$ cat src/rtl/adder_cpe_pkg.sv
// ============================================================================
// adder_cpe_pkg : shared defaults, result type and generator-matrix builder
// Rev 1.0
// ============================================================================
`default_nettype none

package adder_cpe_pkg;

  localparam int NBIT_DEF  = 7;
  localparam int NCODE_DEF = 15;
  localparam int CNTW_DEF  = 8;
  localparam int GMAT_MAXW = 4096;

  typedef struct packed {
    logic [NBIT_DEF:0]    sum;
    logic [NCODE_DEF-1:0] code;
  } result_t;

  // Rows below nbit form an identity; the remaining rows are parity-of-all rows.
  function automatic logic [GMAT_MAXW-1:0] gmat_default(input int nbit, input int ncode);
    logic [GMAT_MAXW-1:0] m;
    m = '0;
    for (int j = 0; j < ncode; j++) begin
      for (int i = 0; i < nbit; i++) begin
        if (j * nbit + i < GMAT_MAXW) begin
          m[j * nbit + i] = (j < nbit) ? (i == j) : 1'b1;
        end
      end
    end
    return m;
  endfunction

endpackage

`default_nettype wire

$ cat src/rtl/cpe_gen.sv
// ============================================================================
// cpe_gen : combinational CPE codeword encoder, code[j] = ^(GMAT row j & x)
// Rev 1.0
// ============================================================================
`default_nettype none

module cpe_gen #(
  parameter int                     NBIT  = 7,
  parameter int                     NCODE = 15,
  parameter logic [NCODE*NBIT-1:0]  GMAT  = '0
) (
  input  logic [NBIT-1:0]  x_i,
  output logic [NCODE-1:0] code_o
);

  for (genvar j = 0; j < NCODE; j++) begin : g_row
    assign code_o[j] = ^(GMAT[j*NBIT +: NBIT] & x_i);
  end

endmodule

`default_nettype wire

$ cat src/rtl/adder_cpe_pipe.sv
// ============================================================================
// adder_cpe_pipe : two-stage add/sub with CPE codeword, checker and fault mask
// Rev 1.0
// ============================================================================
`default_nettype none

module adder_cpe_pipe
  import adder_cpe_pkg::*;
#(
  parameter int                    NBIT  = NBIT_DEF,
  parameter int                    NCODE = NCODE_DEF,
  parameter logic [NCODE*NBIT-1:0] GMAT  = (NCODE*NBIT)'(gmat_default(NBIT, NCODE)),
  parameter int                    CNTW  = CNTW_DEF
) (
  input  logic             clk,
  input  logic             rst,
  input  logic             in_valid,
  output logic             in_ready,
  input  logic [NBIT-1:0]  a,
  input  logic [NBIT-1:0]  b,
  input  logic             cin,
  input  logic             sub,
  input  logic [NBIT:0]    inj_mask,
  output logic             out_valid,
  input  logic             out_ready,
  output logic [NBIT:0]    sum,
  output logic [NCODE-1:0] code,
  output logic             err,
  output logic [CNTW-1:0]  err_cnt,
  input  logic             clr_cnt
);

  logic             s1_valid_q;
  logic [NBIT-1:0]  a_q;
  logic [NBIT-1:0]  b_q;
  logic             c_q;
  logic [NBIT:0]    mask_q;

  logic             out_valid_q;
  logic [NBIT:0]    sum_q;
  logic [NCODE-1:0] code_q;
  logic [CNTW-1:0]  err_cnt_q;

  logic             s2_adv;
  logic             accept;
  logic [NBIT:0]    raw_d;
  logic [NCODE-1:0] code_d;
  logic [NCODE-1:0] chk_code;

  assign s2_adv   = !out_valid_q || out_ready;
  assign in_ready = !s1_valid_q || s2_adv;
  assign accept   = in_valid && in_ready;

  // Subtraction is folded into stage 1 so stage 2 is a plain three-input add.
  always_ff @(posedge clk or posedge rst) begin
    if (rst) begin
      s1_valid_q <= 1'b0;
      a_q        <= '0;
      b_q        <= '0;
      c_q        <= 1'b0;
      mask_q     <= '0;
    end else begin
      if (accept) begin
        s1_valid_q <= 1'b1;
        a_q        <= a;
        b_q        <= sub ? ~b : b;
        c_q        <= sub ? 1'b1 : cin;
        mask_q     <= inj_mask;
      end else if (s2_adv) begin
        s1_valid_q <= 1'b0;
      end
    end
  end

  assign raw_d = {1'b0, a_q} + {1'b0, b_q} + {{NBIT{1'b0}}, c_q};

  cpe_gen #(
    .NBIT  (NBIT),
    .NCODE (NCODE),
    .GMAT  (GMAT)
  ) u_enc (
    .x_i    (raw_d[NBIT-1:0]),
    .code_o (code_d)
  );

  always_ff @(posedge clk or posedge rst) begin
    if (rst) begin
      out_valid_q <= 1'b0;
      sum_q       <= '0;
      code_q      <= '0;
    end else if (s2_adv) begin
      out_valid_q <= s1_valid_q;
      if (s1_valid_q) begin
        sum_q  <= raw_d ^ mask_q;
        code_q <= code_d;
      end
    end
  end

  cpe_gen #(
    .NBIT  (NBIT),
    .NCODE (NCODE),
    .GMAT  (GMAT)
  ) u_chk (
    .x_i    (sum_q[NBIT-1:0]),
    .code_o (chk_code)
  );

  assign err = out_valid_q && (chk_code != code_q);

  always_ff @(posedge clk or posedge rst) begin
    if (rst) begin
      err_cnt_q <= '0;
    end else if (clr_cnt) begin
      err_cnt_q <= '0;
    end else if (out_valid_q && out_ready && err && (err_cnt_q != {CNTW{1'b1}})) begin
      err_cnt_q <= err_cnt_q + 1'b1;
    end
  end

  assign out_valid = out_valid_q;
  assign sum       = sum_q;
  assign code      = code_q;
  assign err_cnt   = err_cnt_q;

endmodule

`default_nettype wire

$ cat config.mk
export PLATFORM = sky130hd
export DESIGN_NAME = adder_cpe_pipe
export DESIGN_NICKNAME = d
export VERILOG_FILES = /design/src/rtl/adder_cpe_pkg.sv /design/src/rtl/cpe_gen.sv /design/src/rtl/adder_cpe_pipe.sv
export SDC_FILE = /design/constraint.sdc
export NUM_CORES = 1
export LEC_CHECK = 0
export ABC_AREA = 1
export BUFFER_PORTS_ARGS = -buffer_cell sky130_fd_sc_hd__buf_2
export CAP_MARGIN = 25
export CORE_MARGIN = 10
export CORE_UTILIZATION = 30
export DETAILED_ROUTE_END_ITERATION = 10
export SLEW_MARGIN = 20
export SYNTH_ARGS = -nofsm -noshare
export SYNTH_HDL_FRONTEND = slang
export SYNTH_SLANG_ARGS = --single-unit
$ cat constraint.sdc
create_clock -name clk -period 2.7 [get_ports clk]
set_input_delay 0.81 -clock clk [delete_from_list [all_inputs] [get_ports clk]]
set_output_delay 0.81 -clock clk [all_outputs]
set_load 0.05 [all_outputs]
==> flow_summary.yaml <==
outcome:
  outcome: "completed"
clocking:
  cts_tree: "done"
  cts_root_buf: "clkbuf_8"
  clk_path_buf_depth: 2
  clk_pin_slew_ps: 100
  cts_sinks: 49
  numCtsBuffers: 5
  postCtsSetupRepairBufs: 0
  htreeDepth: 2
  worstSkewPairLatency_ps: 310
  cts_resized: 0
  cts_hold_buf: 0
detailed_routing:
  ant_nets: 0
  vias_per_cell: 4.51
  routed_wl_um: 6790
  drc: 0
  drtIter0Drc: 119
  vias: 2407
  wl_per_cell_um: 12.7
  drt-pass1-iter-count: 4
synthesis:
  synth_fp_nets: 403
  ys_warn_count: 0
  ys_ff_latch: 49
  ys_types: 25
  synth_area_sq_um: 2810
  synthCells: 365
  avgSynthCellArea_sq_um: 7.69
  synth-seq-area-share: 0.437
setup_path:
  critical_path.startpoint: "code[7]"
  crit_fanout: 10
  worstSetupPathType: "reg2out"
  worst_setup_path_end_kind: "output pin"
  cp.arrival_ps: 1760
  cp_slowest_cell: "dfrtp_2"
  crit_chain: "xor2_1 -> or2_1 -> nand2_1 -> nand2_1 -> nand3_2 -> nand2_1 -> inv_1 -> clkbuf_4"
  worstReg2RegEnd: "code[7]"
  r2r_cells: 13
  critPathRequiredTime_ps: 1890
  worstReg2RegStart: "a_q[0]"
  slowest_delay_ps: 470
  endpoint: "err"
  start_kind: "register"
  regToRegSetupSlack_ps: 410
  crit_path_frequent_cell: "nand2_1"
place:
  dpl_cell_area_sq_um: 3200
  place.port_buffers: 62
  dp_hpwl_um: 5340
  place.gp.congestion: 0.805
power:
  power_density_nw_per_um2: 1100
  p_leak_nw: 1.80
  ir_worst_vdd_mv: 0.387
die:
  die_w_um: 117
  num_io_pins: 63
  die_h_um: 117
  die-area_sq_um: 13600
  core_sq_um: 9150
  start_util: 0.306
  fp-row-count: 35
global_route:
  grt_max_degree: 31
  global_route.usage.met1: 0.133
  first_global_vias: 2486
  grt_usage: 0.104
  grt-busiest-layer: "met2"
  use_met3: 0.0282
  grt_overflow_total: 0
  antenna_found_initial: 0
  grt_pass1_wl_um: 11500
  use_met2: 0.168
final_layout:
  finalCoreUtilization: 0.362
  drive_gt1_frac: 0.189
  fin_nets: 460
  antenna-diode-count: 0
  final_area_sq_um: 3310
  area_growth_pct: 18.1
sta:
  setup_viol: 0
  max_freq_mhz: 388
  worst_pin_slew_ps: 603
  rsz0062_at_grt: "no"
  slew_violations: 0
  hold_viol_final: 0
  slew_headroom: 0.597
  setup-tns-final_ps: 0
  min_period_over_period: 0.953
  min_period_ps: 2570
  finalClockSkew_ps: 10.7
job:
  cap_violations: 0
worst_hold_path:
  min_path_type: "reg2reg"
final cells by class:
type                    instances  area [sq um]
flip-flops and latches         49          1230
multi-input cells             270          1380
fillers                       977          5840
clock inverters                 3          43.8
inverters                      30           113
well taps                     111           139
repair buffers                 66           343
clock buffers                   5          68.8
per-layer routing:
layer	routed length [um]	vias up
li1	-	1245
met1	3200	1113
met5	0	-
met4	36	0
met2	3130	47
met3	432	2
cells by family (layout without fill, tap and decap cells):
group / Yosys count / in the layout / synth area share
fa+ha+maj: 9 / 9 / 0.0455
buf+inv: 46 / 104 / 0.0714
compound gates: 24 / 24 / 0.0442
flops: 49 / 49 / 0.437
simple gates: 207 / 207 / 0.308
xor+xnor: 30 / 30 / 0.0937
Yosys cell counts:
library cell	n	share of area
xnor2_1	22	0.069
nand2_2	1	0.0022
clkinv_1	1	0.0013
ha_1	7	0.031
nor2_1	12	0.016
nand2b_1	1	0.0022
nand3_1	28	0.050
xor2_1	8	0.025
buf_4	7	0.019
nand2_1	153	0.20
nand3_4	1	0.0062
o21ai_0	19	0.034
fa_1	2	0.014
o21bai_1	1	0.0027
nand3_2	1	0.0036
nand2_4	1	0.0040
buf_2	1	0.0018
nor3_1	2	0.0036
dfrtp_1	49	0.44
or2_1	2	0.0045
a21oi_1	3	0.0054
a31oi_1	1	0.0022
inv_1	29	0.039
clkbuf_1	8	0.011
nand4_1	5	0.011
report_power, final:
group	total [W]	switching [W]	internal [W]
combinational	0.00196	0.00137	0.000592
sequential	0.00112	0.000199	0.000920
clock	0.000550	0.000271	0.000278
placed cells by master, fill, tap and decap left out, types with 2 or more instances in the layout:
| master | netlist | layout |
|---|---|---|
| nand3_1 | 28 | 28 |
| xnor2_1 | 22 | 22 |
| or2_1 | 2 | 2 |
| fa_1 | 2 | 2 |
| nand2_1 | 153 | 153 |
| nor3_1 | 2 | 2 |
| nand4_1 | 5 | 5 |
| dfrtp_1 | 49 | 48 |
| clkbuf_8 | 0 | 5 |
| inv_1 | 29 | 28 |
| xor2_1 | 8 | 8 |
| nor2_1 | 12 | 12 |
| buf_4 | 7 | 4 |
| o21ai_0 | 19 | 19 |
| buf_2 | 1 | 61 |
| a21oi_1 | 3 | 3 |
| ha_1 | 7 | 7 |
state kept, by name (all words and copies together), names as in the netlist, 7 cells and up:
signal	count
code	8
mask_q	8
b_q	7
err_cnt	8
sum	8
a_q	7
worst max-delay path: cells and delay by family, from the launching register on:
| kind | cells | cell delay, ps |
|---|---|---|
| and+or+nand+nor | 5 | 530 |
| buffers and inverters | 2 | 270 |
| DFF | 1 | 470 |
| xor gates and xnor gates | 1 | 190 |
worst min path at each step:
stage,from,to,slack [ps],depth (start not counted)
floorplan,a_q[2],a_q[2],460,2
global placement,sum[7],sum[7],470,2
detailed placement,a_q[3],a_q[3],480,2
CTS,a_q[3],a_q[3],500,2
global route,b_q[6],b_q[6],530,2
finish,sum[7],sum[7],500,2
through the flow:
stage          worst slack, ps  std cells  total power [W]  hold slack [ps]
6_report                   126        534          0.00363              497
5_1_grt                   5.82        534          0.00392              527
4_1_cts                   28.3        534          0.00367              501
3_5_place_dp               381        526          0.00312              476
3_3_place_gp               411        526          0.00309              465
2_1_floorplan              179        365          0.00273              455
No activity file was read; power rests on OpenSTA's default activity.
